## src/rtl/game_timer_pkg.sv

```systemverilog
// Shared types and constants for the game_timer block: FSM states, the default
// blank display code and the preset clamp used when a countdown is loaded.
package game_timer_pkg;

    typedef enum logic [1:0] {
        IDLE   = 2'd0,
        RUN    = 2'd1,
        PAUSED = 2'd2,
        DONE   = 2'd3
    } state_e;

    localparam logic [15:0] BLANK_DEFAULT = 16'hAAAA;

    // Out-of-range fields saturate to their maximum. A bad tens digit means the
    // whole field is over range, so the units digit saturates along with it.
    function automatic logic [15:0] clamp_preset(input logic [15:0] p,
                                                 input logic [7:0]  max_bcd);
        logic [3:0] m10, m1, s10, s1;
        m10 = p[15:12];
        m1  = p[11:8];
        s10 = p[7:4];
        s1  = p[3:0];
        if (s10 > 4'd5) begin
            s10 = 4'd5;
            s1  = 4'd9;
        end else if (s1 > 4'd9) begin
            s1 = 4'd9;
        end
        if (m10 > 4'd9) begin
            {m10, m1} = max_bcd;
        end else begin
            if (m1 > 4'd9) m1 = 4'd9;
            if ({m10, m1} > max_bcd) {m10, m1} = max_bcd;
        end
        return {m10, m1, s10, s1};
    endfunction

endpackage

```

## src/rtl/bcd_digit.sv

```systemverilog
// One BCD digit counter: synchronous load, up/down count with a programmable
// wrap limit, and a combinational carry/borrow out for chaining.
module bcd_digit
    import game_timer_pkg::*;
(
    input  logic       clk,
    input  logic       rst_n,
    input  logic       en,
    input  logic       down,
    input  logic       load,
    input  logic [3:0] limit,
    input  logic [3:0] load_val,
    output logic [3:0] q,
    output logic       co
);

    logic [3:0] val_q, val_d;

    always_comb begin
        val_d = val_q;
        if (load) begin
            val_d = load_val;
        end else if (en) begin
            if (down) val_d = (val_q == 4'd0) ? limit : val_q - 4'd1;
            else      val_d = (val_q == limit) ? 4'd0 : val_q + 4'd1;
        end
    end

    // Carry on up-wrap, borrow on down-wrap; suppressed while loading.
    assign co = en && !load && (down ? (val_q == 4'd0) : (val_q == limit));
    assign q  = val_q;

    always_ff @(posedge clk or negedge rst_n) begin
        if (!rst_n) val_q <= 4'd0;
        else        val_q <= val_d;
    end

endmodule

```

## src/rtl/game_timer.sv

```systemverilog
// MM:SS game timer with up/down modes, pause, saturation at MAX_MIN:59 and a
// registered BCD display output.
module game_timer
    import game_timer_pkg::*;
#(
    parameter int          CLK_HZ  = 100000000,
    parameter int          MAX_MIN = 99,
    parameter logic [15:0] BLANK   = BLANK_DEFAULT
) (
    input  logic        clk,
    input  logic        rst_n,
    input  logic        start,
    input  logic        pause,
    input  logic        stop,
    input  logic        mode_down,
    input  logic [15:0] preset,
    output logic [15:0] nums,
    output logic        running,
    output logic        tick,
    output logic        expired,
    output logic        saturated
);

    localparam int                PSC_W    = $clog2(CLK_HZ);
    localparam logic [PSC_W-1:0]  PSC_LAST = PSC_W'(CLK_HZ - 1);
    localparam logic [7:0]        MAX_BCD  = {4'(MAX_MIN / 10), 4'(MAX_MIN % 10)};

    state_e            state_q, state_d;
    logic [PSC_W-1:0]  psc_q, psc_d;
    logic              mode_q, mode_d;
    logic              sat_q, sat_d;
    logic              tick_q, tick_d;
    logic              exp_q, exp_d;
    logic [15:0]       nums_q, nums_d;
    logic [1:0]        sync_q, sync_d;

    logic              rdy, start_i, pause_i, stop_i;
    logic              ld, cnt_en;
    logic [15:0]       ld_val;
    logic [3:0]        sec1, sec10, min1, min10;
    logic              co_s1, co_s10, co_m1, carry_unused;
    logic [15:0]       digits;
    logic              at_zero, at_one, at_max;

    // Reset release is resynchronised; commands are ignored until it settles.
    assign sync_d  = {sync_q[0], 1'b1};
    assign rdy     = sync_q[1];
    assign start_i = start & rdy;
    assign pause_i = pause & rdy;
    assign stop_i  = stop & rdy;

    assign digits  = {min10, min1, sec10, sec1};
    assign at_zero = (digits == 16'h0000);
    assign at_one  = (digits == 16'h0001);
    assign at_max  = ({min10, min1} == MAX_BCD) && ({sec10, sec1} == 8'h59);

    always_comb begin
        state_d = state_q;
        psc_d   = psc_q;
        mode_d  = mode_q;
        sat_d   = sat_q;
        tick_d  = 1'b0;
        exp_d   = 1'b0;
        ld      = 1'b0;
        ld_val  = 16'h0000;
        cnt_en  = 1'b0;
        nums_d  = (state_q == IDLE) ? BLANK : digits;

        if (stop_i) begin
            state_d = IDLE;
            psc_d   = '0;
            sat_d   = 1'b0;
            ld      = 1'b1;
        end else begin
            case (state_q)
                IDLE, DONE: begin
                    if (start_i) begin
                        state_d = RUN;
                        psc_d   = '0;
                        mode_d  = mode_down;
                        sat_d   = 1'b0;
                        ld      = 1'b1;
                        ld_val  = mode_down ? clamp_preset(preset, MAX_BCD) : 16'h0000;
                    end
                end
                RUN: begin
                    if (mode_q && at_zero) begin
                        // Only reachable with a 00:00 preset: finish after one RUN cycle.
                        state_d = DONE;
                        psc_d   = '0;
                        exp_d   = 1'b1;
                    end else if (pause_i) begin
                        state_d = PAUSED;
                    end else if (psc_q == PSC_LAST) begin
                        psc_d  = '0;
                        tick_d = 1'b1;
                        if (mode_q) begin
                            cnt_en = 1'b1;
                            if (at_one) begin
                                state_d = DONE;
                                exp_d   = 1'b1;
                            end
                        end else if (at_max) begin
                            sat_d = 1'b1;
                        end else begin
                            cnt_en = 1'b1;
                        end
                    end else begin
                        psc_d = psc_q + PSC_W'(1);
                    end
                end
                PAUSED: begin
                    if (pause_i) state_d = RUN;
                end
                default: ;
            endcase
        end
    end

    always_ff @(posedge clk or negedge rst_n) begin
        if (!rst_n) begin
            sync_q  <= 2'b00;
            state_q <= IDLE;
            psc_q   <= '0;
            mode_q  <= 1'b0;
            sat_q   <= 1'b0;
            tick_q  <= 1'b0;
            exp_q   <= 1'b0;
            nums_q  <= BLANK;
        end else begin
            sync_q  <= sync_d;
            state_q <= state_d;
            psc_q   <= psc_d;
            mode_q  <= mode_d;
            sat_q   <= sat_d;
            tick_q  <= tick_d;
            exp_q   <= exp_d;
            nums_q  <= nums_d;
        end
    end

    bcd_digit u_sec1 (
        .clk(clk), .rst_n(rst_n), .en(cnt_en), .down(mode_q), .load(ld),
        .limit(4'd9), .load_val(ld_val[3:0]), .q(sec1), .co(co_s1)
    );
    bcd_digit u_sec10 (
        .clk(clk), .rst_n(rst_n), .en(co_s1), .down(mode_q), .load(ld),
        .limit(4'd5), .load_val(ld_val[7:4]), .q(sec10), .co(co_s10)
    );
    bcd_digit u_min1 (
        .clk(clk), .rst_n(rst_n), .en(co_s10), .down(mode_q), .load(ld),
        .limit(4'd9), .load_val(ld_val[11:8]), .q(min1), .co(co_m1)
    );
    bcd_digit u_min10 (
        .clk(clk), .rst_n(rst_n), .en(co_m1), .down(mode_q), .load(ld),
        .limit(4'd9), .load_val(ld_val[15:12]), .q(min10), .co(carry_unused)
    );

    assign nums      = nums_q;
    assign running   = (state_q == RUN);
    assign tick      = tick_q;
    assign expired   = exp_q;
    assign saturated = sat_q;

endmodule

```

## config.mk

```make
export PLATFORM = sky130hd
export DESIGN_NAME = game_timer
export DESIGN_NICKNAME = d
export VERILOG_FILES = /design/src/rtl/game_timer_pkg.sv /design/src/rtl/bcd_digit.sv /design/src/rtl/game_timer.sv
export SDC_FILE = /design/constraint.sdc
export NUM_CORES = 1
export LEC_CHECK = 0
export BUFFER_PORTS_ARGS = -buffer_cell sky130_fd_sc_hd__buf_2
export CAP_MARGIN = 30
export CORE_MARGIN = 3
export CORE_UTILIZATION = 25
export CTS_BUF_LIST = sky130_fd_sc_hd__clkbuf_8
export CTS_CLUSTER_DIAMETER = 50
export DETAILED_ROUTE_END_ITERATION = 7
export PLACE_DENSITY = 0.51
export SKIP_LAST_GASP = 1
export SYNTH_ARGS = -nofsm -noshare
export SYNTH_HDL_FRONTEND = slang
export SYNTH_HIERARCHICAL = 1
export SYNTH_SLANG_ARGS = --single-unit
```

## constraint.sdc

```tcl
create_clock -name clk -period 4 [get_ports clk]
set_input_delay 0.2 -clock clk [delete_from_list [all_inputs] [get_ports clk]]
set_output_delay 0.2 -clock clk [all_outputs]
set_load 0.005 [all_outputs]
```

==> results of run 1 <==
-- repair_timing --
action                     4_1_cts  5_1_grt
hold endpoints to repair        29        0
setup endpoints to repair        1        4
hold buffers                     1        0
buffers inserted                 0        1
pin swaps                        1        2
resized for setup                0        8
-- cells in the final DEF (no fill, tap or decap), drive strengths merged, types with 5 or more instances in the layout --
cell type / count
and2: 5
clkbuf: 13
nor4b: 9
xor2: 12
nand4: 7
nor3b: 7
a21oi: 36
o31ai: 8
dfstp: 8
a31oi: 6
and3: 15
o2111ai: 6
ha: 12
or3: 5
nor2: 44
o211ai: 10
dfrtp: 59
a22o: 6
inv: 24
nor2b: 12
a21o: 8
conb: 34
and4: 7
nor3: 16
or2: 11
xnor2: 20
o21ai: 28
buf: 57
nand3: 25
nand2: 42
-- area by class of cell --
class / instances / area, µm²
inverters: 22 / 82.6
multi-input cells: 431 / 2760
repair buffers: 58 / 339
well taps: 225 / 282
fillers: 1825 / 12100
flip-flops and latches: 67 / 1690
clock buffers: 13 / 179
clock inverters: 3 / 12.5
-- worst max-delay path, delay by kind of cell, from the launching register on --
family | cells | cell delay, ns
buf+inv | 3 | 0.36
compound gates | 5 | 1.30
flops | 1 | 0.40
simple gates | 7 | 1.38
fa+ha+maj | 1 | 0.23
-- metal layers --
layer,vias to the layer above,part of all wire (%),global-route usage [%],routed length (µm)
met5,-,0,0,0
met4,0,1.3,3.47,160
met3,13,5.2,3.47,625
met2,107,46,19.4,5520
met1,1884,47,17.0,5670
li1,1969,-,-,-
-- where the power goes --
group	internal, µW	switching (µW)	leakage, µW	total, µW
clock	288	263	0.000108	551
combinational	409	652	0.00140	1060
sequential	802	90.9	0.000881	892
total	1500	1010	0.00238	2500
-- worst paths after layout --
path                                      start                  endpoint  slack (ns)  cells past startpoint
min                                  preset[15]  u_min10/q[2]$_DFFE_PN0P_        0.19                      4
max reg2reg                psc_q[0]$_DFFE_PN0P_  u_min10/q[2]$_DFFE_PN0P_        0.25                     16
max in group asynchronous                 rst_n         nums[1]$_DFF_PN1_        2.50                      3
min in group asynchronous                 rst_n  u_min10/q[3]$_DFFE_PN0P_        0.49                      2
max                        psc_q[0]$_DFFE_PN0P_  u_min10/q[2]$_DFFE_PN0P_        0.25                     16
min reg2reg                 sync_q[0]$_DFF_PN0_       sync_q[1]$_DFF_PN0_        0.35                      0
-- sequential cells by signal (all words and copies together) (netlist names) --
name and count:
expired 1, mode_q 1, nums 16, psc_q 27, saturated 1, state_q 2
sync_q 2, tick 1, u_min1/q 4, u_min10/q 4, u_sec1/q 4, u_sec10/q 4
-- through the flow --
step	hold WS, ns	total power, µW	utilization (%)	cell area [µm²]	worst slack [ns]
finish	0.193	2500	30.7	5350	0.247
global route	0.195	2710	30.7	5350	-0.0861
CTS	0.158	2520	30.4	5300	0.0471
detailed placement	0.335	1950	29.2	5090	0.0146
global placement	0.338	1920	29.2	5080	0.144
floorplan	-0.0956	1590	-	4610	0.0000684
==> reports/metrics.cfg, run 1 <==
[run_status]
run_status=complete, no violations

[floorplan]
fp.coreArea_mm2=0.0174
starting_density_pct=25.7
floorplan.die_area_mm2=0.0195
io_pins=42
fp-row-count=48
fp.dieH_um=140
die_width_um=140

[worst_setup_path]
crit_path_top_delay_cell=sky130_fd_sc_hd__a2111oi_4
cp-end-kind=flop
crit_path_max_fanout=5
start_kind=flop
timing_worst_setup_path_type=flop to flop
worst_ep_required_time_ns=4.28
worst_path_most_repeated_cell=sky130_fd_sc_hd__a2111oi_4
critical-path-max-stage-delay_ns=0.41
worst_ep_arrival_time_ns=4.03
crit_path_cell_trace=ha_1 > nand3_1 > or2_2 > nor4_4 > nand2_2 > nor3_4 > inv_1 > a2111oi_4 > inv_2 > a2111oi_4 > inv_2 > a2111oi_4 > nand2_2 > nor4b_2 > a21oi_1 > o211ai_1

[yosys]
post_synthesis_mean_instance_area_um2=8.93
synth_warn=6
synthesis.instances=501
syn-cell-area_mm2=0.00447

[global_route]
overflow=0
via_count_of_the_first_global_routing_pass=3932
gr-usage-all-layers_pct=12.5
grt_max_degree=43
grt_first_pass_wirelength_mm=20.0
antenna_found_initial=0

[timing]
worst_slew_margin_rel_pct=43.3
fmax_ghz=0.266
timing_worst_slew_pin_value_ns=0.844
layout_worst_path_cycle_share_pct=93.8
final_hold_viol_count=0
final.min_clock_period_ns=3.75
count_of_final_max_slew_check_failures=0
setup_violations=0
fin_worst_skew_ns=0.00887
totalNegativeSetupSlack_ns=0

[drt]
avgViaCountPerCell=4.85
total_via_count_after_detailed_routing=3973
detailedRoute.firstIterationViolations=259
route.final.wire_length_mm=12.0
drt_drc_violations_left=0
detail_route.wl_per_cell_um=14.6
postRouteAntennaNets=0
drt-pass1-iter-count=5

[job]
cap_violations=0

[clocking]
cts_max_path_buffers=2
htree_num_levels=3
clkSinkCount=67
number_of_cts_inserted_buffers=9
clk-insertion-delay-late_ns=0.36
clk_root_buffer_cell=sky130_fd_sc_hd__clkbuf_8
worst_setup_hold_path_clk_slew_ns=0.07
tritoncts_clock_tree=done

[cells_and_area]
post_route_cells_drive_above_1_share_pct=19.2
antenna_diode_count=0
syn_to_final_growth_pct=19.5
post_layout_cell_count=819
final_net_count=623

[pwr]
power_leakage_uw=0.00238
powerDensity_mw_per_mm2=469
peak_supply_drop_v=0.000211

[placement]
place.detailed.hpwl_mm=8.66
numPlacedInstances=801
port-buffer-count=41
gp_congestion=0.877

[hold_path]
min-delay-path-class=input port to flop

Note: power is estimated with default switching activity, not from simulation.
==> run 2: changes to the inputs <==
--- a/config.mk
+++ b/config.mk
@@ -5,16 +5,15 @@
 export SDC_FILE = /design/constraint.sdc
 export NUM_CORES = 1
 export LEC_CHECK = 0
-export BUFFER_PORTS_ARGS = -buffer_cell sky130_fd_sc_hd__buf_2
 export CAP_MARGIN = 30
 export CORE_MARGIN = 3
 export CORE_UTILIZATION = 25
 export CTS_BUF_LIST = sky130_fd_sc_hd__clkbuf_8
 export CTS_CLUSTER_DIAMETER = 50
 export DETAILED_ROUTE_END_ITERATION = 7
-export PLACE_DENSITY = 0.51
+export DONT_BUFFER_PORTS = 1
+export PLACE_DENSITY = 0.49
 export SKIP_LAST_GASP = 1
 export SYNTH_ARGS = -nofsm -noshare
 export SYNTH_HDL_FRONTEND = slang
-export SYNTH_HIERARCHICAL = 1
 export SYNTH_SLANG_ARGS = --single-unit
==> reports/metrics.cfg, run 2 <==
[timing]
fmax_ghz=0.360  ; was 0.266 GHz
layout_worst_path_cycle_share_pct=69.5  ; was 93.8%
fin_worst_skew_ns=0.0117  ; was 0.00887 ns
totalNegativeSetupSlack_ns=0  ; unchanged
final.min_clock_period_ns=2.78  ; was 3.75 ns
final_hold_viol_count=0  ; unchanged
setup_violations=0  ; unchanged
count_of_final_max_slew_check_failures=0  ; unchanged
worst_slew_margin_rel_pct=46.7  ; was 43.3%
timing_worst_slew_pin_value_ns=0.799  ; was 0.844 ns
grt_setup_unrepaired=false

[worst_setup_path]
crit_path_max_fanout=17  ; was 5
crit_path_cell_trace=nor4_1 > and3b_1 > a21oi_1 > nand3_1 > a211oi_1 > o31ai_1  ; was ha_1 > nand3_1 > or2_2 > nor4_4 > nand2_2 > nor3_4 > inv_1 > a2111oi_4 > inv_2 > a2111oi_4 > inv_2 > a2111oi_4 > nand2_2 > nor4b_2 > a21oi_1 > o211ai_1
crit_path_top_delay_cell=sky130_fd_sc_hd__a21oi_1  ; was sky130_fd_sc_hd__a2111oi_4
cp-end-kind=flop  ; unchanged
worst_ep_arrival_time_ns=3.00  ; was 4.03 ns
worst-path-buf-inv=0  ; was 3
start_kind=flop  ; unchanged
critical_path.top_delay_family=compound AO/OA/AOI/OAI gates  ; was simple AND/OR/NAND/NOR gates
critical-path-max-stage-delay_ns=0.68  ; was 0.41 ns
worst_ep_required_time_ns=4.22  ; was 4.28 ns
timing_worst_setup_path_type=flop to flop  ; unchanged

[drt]
detailedRoute.firstIterationViolations=340  ; was 259
route.final.wire_length_mm=10.8  ; was 12.0 mm
drt-pass1-iter-count=5  ; unchanged
avgViaCountPerCell=5.14  ; was 4.85
drt_drc_violations_left=0  ; unchanged
total_via_count_after_detailed_routing=3512  ; was 3973
detail_route.wl_per_cell_um=15.7  ; was 14.6 µm
postRouteAntennaNets=0  ; unchanged

[cells_and_area]
final_net_count=488  ; was 623
layout.cells.most_common=sky130_fd_sc_hd__dfrtp_1  ; unchanged
largest_register_ff_count=27  ; unchanged
final_instance_area_mm2=0.00462  ; was 0.00535 mm²
antenna_diode_count=0  ; unchanged
layout.cells.most_common_list=sky130_fd_sc_hd__dfrtp_1, sky130_fd_sc_hd__nor2_1, sky130_fd_sc_hd__nand2_1  ; was sky130_fd_sc_hd__dfrtp_1, sky130_fd_sc_hd__nor2_1, sky130_fd_sc_hd__buf_2
post_route_cells_drive_above_1_share_pct=11.3  ; was 19.2%
max_flop_register=psc_q  ; unchanged
postLayoutCoreUtil_pct=28.6  ; was 30.7%
syn_to_final_growth_pct=9.88  ; was 19.5%

[clocking]
tritoncts_clock_tree=done  ; unchanged
clk_root_buffer_cell=sky130_fd_sc_hd__clkbuf_8  ; unchanged
worst_setup_hold_path_clk_slew_ns=0.08  ; was 0.07 ns
htree_num_levels=3  ; unchanged
cts_max_path_buffers=2  ; unchanged
post_cts_resize_count=0  ; unchanged
clkSinkCount=67  ; unchanged
number_of_cts_inserted_buffers=9  ; unchanged
clk-insertion-delay-late_ns=0.35  ; was 0.36 ns

[run_status]
run_status=complete, no violations  ; unchanged

[floorplan]
starting_density_pct=26.0  ; was 25.7%
fp.dieH_um=136  ; was 140 µm
io_pins=42  ; unchanged
die_width_um=136  ; was 140 µm
floorplan.die_area_mm2=0.0184  ; was 0.0195 mm²
fp.coreArea_mm2=0.0162  ; was 0.0174 mm²
fp-row-count=46  ; was 48

[pwr]
peak_supply_drop_v=0.000168  ; was 0.000211 V
power_leakage_uw=0.00177  ; was 0.00238 µW
powerDensity_mw_per_mm2=604  ; was 469 mW/mm²

[global_route]
antenna_found_initial=1  ; was 0
gr-usage-all-layers_pct=12.1  ; was 12.5%
via_count_of_the_first_global_routing_pass=3403  ; was 3932
overflow=0  ; unchanged
grt_first_pass_wirelength_mm=17.9  ; was 20.0 mm
grt_max_degree=68  ; was 43

[yosys]
synth_warn=0  ; was 6
synth-main-ff-cell=sky130_fd_sc_hd__dfrtp_1
synth-edff-count=0
ys_ff_latch=67
post_synthesis_mean_instance_area_um2=8.81  ; was 8.93 µm²
synth.most_common_cell=sky130_fd_sc_hd__dfrtp_1
synthesis.instances=477  ; was 501
yosysSeqAreaShare_pct=40.1
synth_cell_type_count=70
synth_top_cell_by_area=sky130_fd_sc_hd__dfrtp_1
postSynthNetCount=503
synth_top_cells_by_area=sky130_fd_sc_hd__dfrtp_1, sky130_fd_sc_hd__dfstp_2, sky130_fd_sc_hd__nor2_1, sky130_fd_sc_hd__xnor2_1, sky130_fd_sc_hd__o21ai_0
synth_commonest_cells=sky130_fd_sc_hd__dfrtp_1, sky130_fd_sc_hd__nor2_1, sky130_fd_sc_hd__nand2_1, sky130_fd_sc_hd__o21ai_0, sky130_fd_sc_hd__clkbuf_1
asyncSetResetFlopFracSynth_pct=100
syn-cell-area_mm2=0.00420  ; was 0.00447 mm²
netlist.area_leader.share_pct=35.1

[placement]
gp_congestion=0.776  ; was 0.877
dpl-instance-area_mm2=0.00433  ; was 0.00509 mm²
place.detailed.hpwl_mm=7.33  ; was 8.66 mm
port-buffer-count=0  ; was 41

[hold_path]
min-delay-path-class=input port to flop  ; unchanged

[job]
cap_violations=0  ; unchanged

==> run 2: kinds of logic (layout without fill, tap and decap cells) <==
group / after synthesis / in the layout / share of synthesized area (%)
other cells: 1 / 1 / 0.0892
xor+xnor: 24 / 24 / 5.00
fa+ha+maj: 4 / 4 / 1.19
simple gates: 211 / 211 / 28.5
buf+inv: 45 / 35 / 4.64
compound gates: 120 / 120 / 19.1
mux: 5 / 5 / 1.28
flops: 67 / 67 / 40.1
==> run 2: final timing paths <==
kind,start,slack [ns],depth (start not counted),endpoint
max,u_min1.q[0]$_DFFE_PN0P_,1.22,6,u_sec1.q[2]$_DFFE_PN0P_
min,preset[13],0.02,2,u_min10.q[1]$_DFFE_PN0P_
max reg2reg,u_min1.q[0]$_DFFE_PN0P_,1.22,6,u_sec1.q[2]$_DFFE_PN0P_
min reg2reg,sync_q[0]$_DFF_PN0_,0.35,0,sync_q[1]$_DFF_PN0_
max in group asynchronous,rst_n,3.30,2,nums[7]$_DFF_PN1_
min in group asynchronous,rst_n,0.39,2,u_min1.q[2]$_DFFE_PN0P_
==> run 2: layer usage <==
| layer | track usage, % | vias to the layer above | part of all wire [%] |
|---|---|---|---|
| li1 | - | 1700 | - |
| met1 | 16.5 | 1709 | 48 |
| met2 | 18.3 | 86 | 44 |
| met3 | 3.16 | 15 | 5.8 |
| met4 | 4.31 | 2 | 1.9 |
| met5 | 0 | - | 0.12 |
==> run 2: metrics by stage <==
stage	total power, µW	instances	worst slack, ns	hold slack, ns
2_1_floorplan	1960	477	1.90	-0.0956
3_3_place_gp	2140	661	1.33	-0.0921
3_5_place_dp	2170	661	1.27	-0.0922
4_1_cts	2800	682	1.25	0.00316
5_1_grt	3010	683	1.01	0.0107
6_report	2790	683	1.22	0.0178
==> run 2: area by class of cell <==
class	instances	area [µm²]
Sequential cell	67	1690
Tap cell	216	270
Clock buffer	11	151
Clock inverter	5	53.8
Fill cell	1695	11600
Timing Repair Buffer	8	93.8
Inverter	11	41.3
Multi-Input combinational cell	365	2320
==> run 2: power breakdown <==
group	internal, µW	total, µW	switching [µW]
clock	319	595	276
combinational	450	1100	647
sequential	855	1100	243
==> run 2: worst register-to-register path, cell delays in order, from the launching register on <==
cell and delay [ns]:
sky130_fd_sc_hd__dfrtp_1 0.66, sky130_fd_sc_hd__nor4_1 0.20, sky130_fd_sc_hd__and3b_1 0.29, sky130_fd_sc_hd__a21oi_1 0.68, sky130_fd_sc_hd__nand3_1 0.42, sky130_fd_sc_hd__a211oi_1 0.30, sky130_fd_sc_hd__o31ai_1 0.09
==> run 2: timing repair <==
item | CTS | global route
hold buffers | 5 | 0
endpoints found under the hold margin | 70 | 0
setup buffers | 0 | 0
==> run 3: changes to the inputs <==
==> constraint.sdc (replaced) <==
create_clock -name clk -period 2.2 [get_ports clk]
set_input_delay 0.11 -clock clk [delete_from_list [all_inputs] [get_ports clk]]
set_output_delay 0.11 -clock clk [all_outputs]
set_load 0.005 [all_outputs]
==> reports/metrics.cfg, run 3 (synthesized netlist as in run 2, its figures left out) <==
[pwr]
switching_share_of_power_pct=38.8  ; was 41.8%
peak_supply_drop_v=0.000395  ; was 0.000168 V
clock_network_fraction_of_design_power_pct=20.4  ; was 21.3%
power.switching_uw=2500  ; was 1170 µW
cellInternalPower_uw=3950  ; was 1620 µW
power_leakage_uw=0.00243  ; was 0.00177 µW
power_share_of_the_sequential_group_pct=27.2  ; was 39.4%
powerDensity_mw_per_mm2=1110  ; was 604 mW/mm²
p_comb_share_pct=52.5  ; was 39.3%

[timing]
timing_worst_slew_pin_value_ns=0.656  ; was 0.799 ns
grt_setup_unrepaired=true  ; was false
count_of_final_max_slew_check_failures=0  ; unchanged
final_hold_viol_count=0  ; unchanged
worst_slew_margin_rel_pct=56.2  ; was 46.7%
final.setup.worst_slack_ns=0.000766  ; was 1.22 ns
layout_worst_path_cycle_share_pct=100  ; was 69.5%
fmax_ghz=0.455  ; was 0.360 GHz
final.min_clock_period_ns=2.20  ; was 2.78 ns
fin_worst_skew_ns=0.0115  ; was 0.0117 ns
totalNegativeSetupSlack_ns=0  ; unchanged
setup_violations=0  ; unchanged

[clocking]
clkSinkCount=67  ; unchanged
worst_setup_hold_path_clk_slew_ns=0.08  ; about the same
clk_root_buffer_cell=sky130_fd_sc_hd__clkbuf_8  ; unchanged
tritoncts_clock_tree=done  ; unchanged
cts_max_path_buffers=2  ; unchanged
htree_num_levels=3  ; unchanged
number_of_cts_inserted_buffers=9  ; unchanged
clk-insertion-delay-late_ns=0.37  ; was 0.35 ns

[floorplan]
io_pins=42  ; unchanged
floorplan.die_area_mm2=0.0184  ; unchanged
fp.coreArea_mm2=0.0162  ; unchanged
fp.dieH_um=136  ; unchanged
starting_density_pct=26.0  ; unchanged
fp-row-count=46  ; unchanged
die_width_um=136  ; unchanged

[worst_setup_path]
worst_ep_required_time_ns=2.46  ; was 4.22 ns
timing.reg2reg.setup_slack_ns=0.0008  ; was 1.22 ns
rr_startpoint=u_min10.q[0]$_DFFE_PN0P_  ; was u_min1.q[0]$_DFFE_PN0P_
crit_path_cell_trace=or4_4 > and3b_2 > buf_6 > a21oi_4 > buf_12 > nor4_4 > xnor2_1 > nor2_1  ; was nor4_1 > and3b_1 > a21oi_1 > nand3_1 > a211oi_1 > o31ai_1
timing_worst_setup_path_type=flop to flop  ; unchanged
worst_ep_arrival_time_ns=2.46  ; was 3.00 ns
worst_r2r_path_depth=8  ; was 6
critical-path-max-stage-delay_ns=0.54  ; was 0.68 ns
crit-reg2reg-capture=psc_q[17]$_DFFE_PN0P_  ; was u_sec1.q[2]$_DFFE_PN0P_
crit_path_max_fanout=10  ; was 17
cp-end-kind=flop  ; unchanged
crit_start=u_min10.q[0]$_DFFE_PN0P_  ; was u_min1.q[0]$_DFFE_PN0P_
start_kind=flop  ; unchanged
crit_path_top_delay_cell=sky130_fd_sc_hd__or4_4  ; was sky130_fd_sc_hd__a21oi_1

[placement]
place_ws_ns=-0.0612  ; was 1.27 ns
place.detailed.hpwl_mm=8.84  ; was 7.33 mm
numPlacedInstances=754  ; was 661
port-buffer-count=0  ; unchanged
gp_congestion=0.842  ; was 0.776

[global_route]
overflow=0  ; unchanged
gr-usage-all-layers_pct=13.9  ; was 12.1%
antenna_found_initial=1  ; unchanged
grt_max_degree=68  ; unchanged
via_count_of_the_first_global_routing_pass=3968  ; was 3403
grt_first_pass_wirelength_mm=20.2  ; was 17.9 mm

[cells_and_area]
max_flop_register=psc_q  ; unchanged
fillCellCount=1621  ; was 1695
antenna_diode_count=0  ; unchanged
syn_to_final_growth_pct=37.8  ; was 9.88%
final_net_count=595  ; was 488
multi_input_comb_area_mm2=0.00256  ; was 0.00232 mm²
postLayoutCoreUtil_pct=35.8  ; was 28.6%
post_route_cells_drive_above_1_share_pct=31.7  ; was 11.3%
post_layout_cell_count=790  ; was 683
final-seq-area_mm2=0.00169  ; unchanged
layout.cells.most_common_list=sky130_fd_sc_hd__buf_4, sky130_fd_sc_hd__dfrtp_1, sky130_fd_sc_hd__nor2_1  ; was sky130_fd_sc_hd__dfrtp_1, sky130_fd_sc_hd__nor2_1, sky130_fd_sc_hd__nand2_1
layout.cells.most_common=sky130_fd_sc_hd__buf_4  ; was sky130_fd_sc_hd__dfrtp_1
largest_register_ff_count=27  ; unchanged

[hold_path]
min-delay-path-class=input port to flop  ; unchanged
min_from=preset[2]  ; was preset[13]
worstHoldEndpoint=u_sec1.q[0]$_DFFE_PN0P_  ; was u_min10.q[1]$_DFFE_PN0P_
min_path_cells=3  ; was 2

[drt]
avgViaCountPerCell=4.94  ; was 5.14
detailedRoute.firstIterationViolations=270  ; was 340
detail_route.wl_per_cell_um=16.0  ; was 15.7 µm
route.final.wire_length_mm=12.6  ; was 10.8 mm
drt_drc_violations_left=0  ; unchanged
total_via_count_after_detailed_routing=3903  ; was 3512
postRouteAntennaNets=0  ; unchanged
drt-pass1-iter-count=4  ; was 5

[job]
cap_violations=0  ; unchanged

[run_status]
run_status=complete, no violations  ; unchanged

-- run 3: final cells by class --
class	count	area share [%]
flip-flops and latches	67	29.1
well taps	216	4.67
repair buffers	115	17.0
clock inverters	6	1.94
multi-input cells	365	44.2
inverters	11	0.713
clock buffers	10	2.38
-- run 3: worst max-delay path by stage --
stage | endpoint | slack (ns) | depth (start not counted)
2_1_floorplan | psc_q[15]$_DFFE_PN0P_ | 0.10 | 9
3_3_place_gp | psc_q[23]$_DFFE_PN0P_ | -0.04 | 8
3_5_place_dp | psc_q[21]$_DFFE_PN0P_ | -0.06 | 8
4_1_cts | psc_q[21]$_DFFE_PN0P_ | -0.02 | 8
5_1_grt | psc_q[23]$_DFFE_PN0P_ | -0.07 | 9
6_report | psc_q[17]$_DFFE_PN0P_ | 0.0008 | 8
-- run 3: critical path, delay by kind of cell (launching register included) --
family | cells | cell delay, ns
AOI/OAI and AO/OA | 1 | 0.09
and+or+nand+nor | 4 | 1.15
DFF | 1 | 0.38
xor gates and xnor gates | 1 | 0.17
buffers and inverters | 2 | 0.30
-- run 3: what timing repair did --
item / 4_1_cts / 5_1_grt
gates cloned: 0 / 0
pin swaps: 1 / 15
hold endpoints to repair: 76 / 0
resized for setup: 10 / 41
buffers inserted: 0 / 6
hold buffers: 14 / 0
setup endpoints to repair: 10 / 38
-- run 3: metrics by stage --
stage          hold slack, ns  area [µm²]  total power [µW]
6_report               0.0151        5790              6450
5_1_grt                0.0222        5790              6900
4_1_cts               0.00556        5530              6220
3_5_place_dp           -0.182        5070              4770
3_3_place_gp           -0.183        5070              4730
2_1_floorplan          -0.186        4200              3570
-- run 3: routing by layer --
| layer | share of wire, % | routed length, µm | up-vias | track usage (%) |
|---|---|---|---|---|
| met5 | 0.10 | 13 | - | 0 |
| met4 | 1.3 | 165 | 2 | 4.31 |
| met3 | 5.2 | 653 | 13 | 4.46 |
| met2 | 47 | 6000 | 69 | 22.1 |
| met1 | 46 | 5790 | 1904 | 18.2 |
| li1 | - | - | 1915 | - |
-- run 3: power by group through the flow --
stage                     logic (µW)  clock network [µW]  registers [µW]
after floorplan                 1840                   0            1730
after global placement          2970                   0            1750
after detailed placement        3020                   0            1760
after CTS                       3130                1350            1740
after global routing            3710                1410            1780
final                           3380                1310            1750
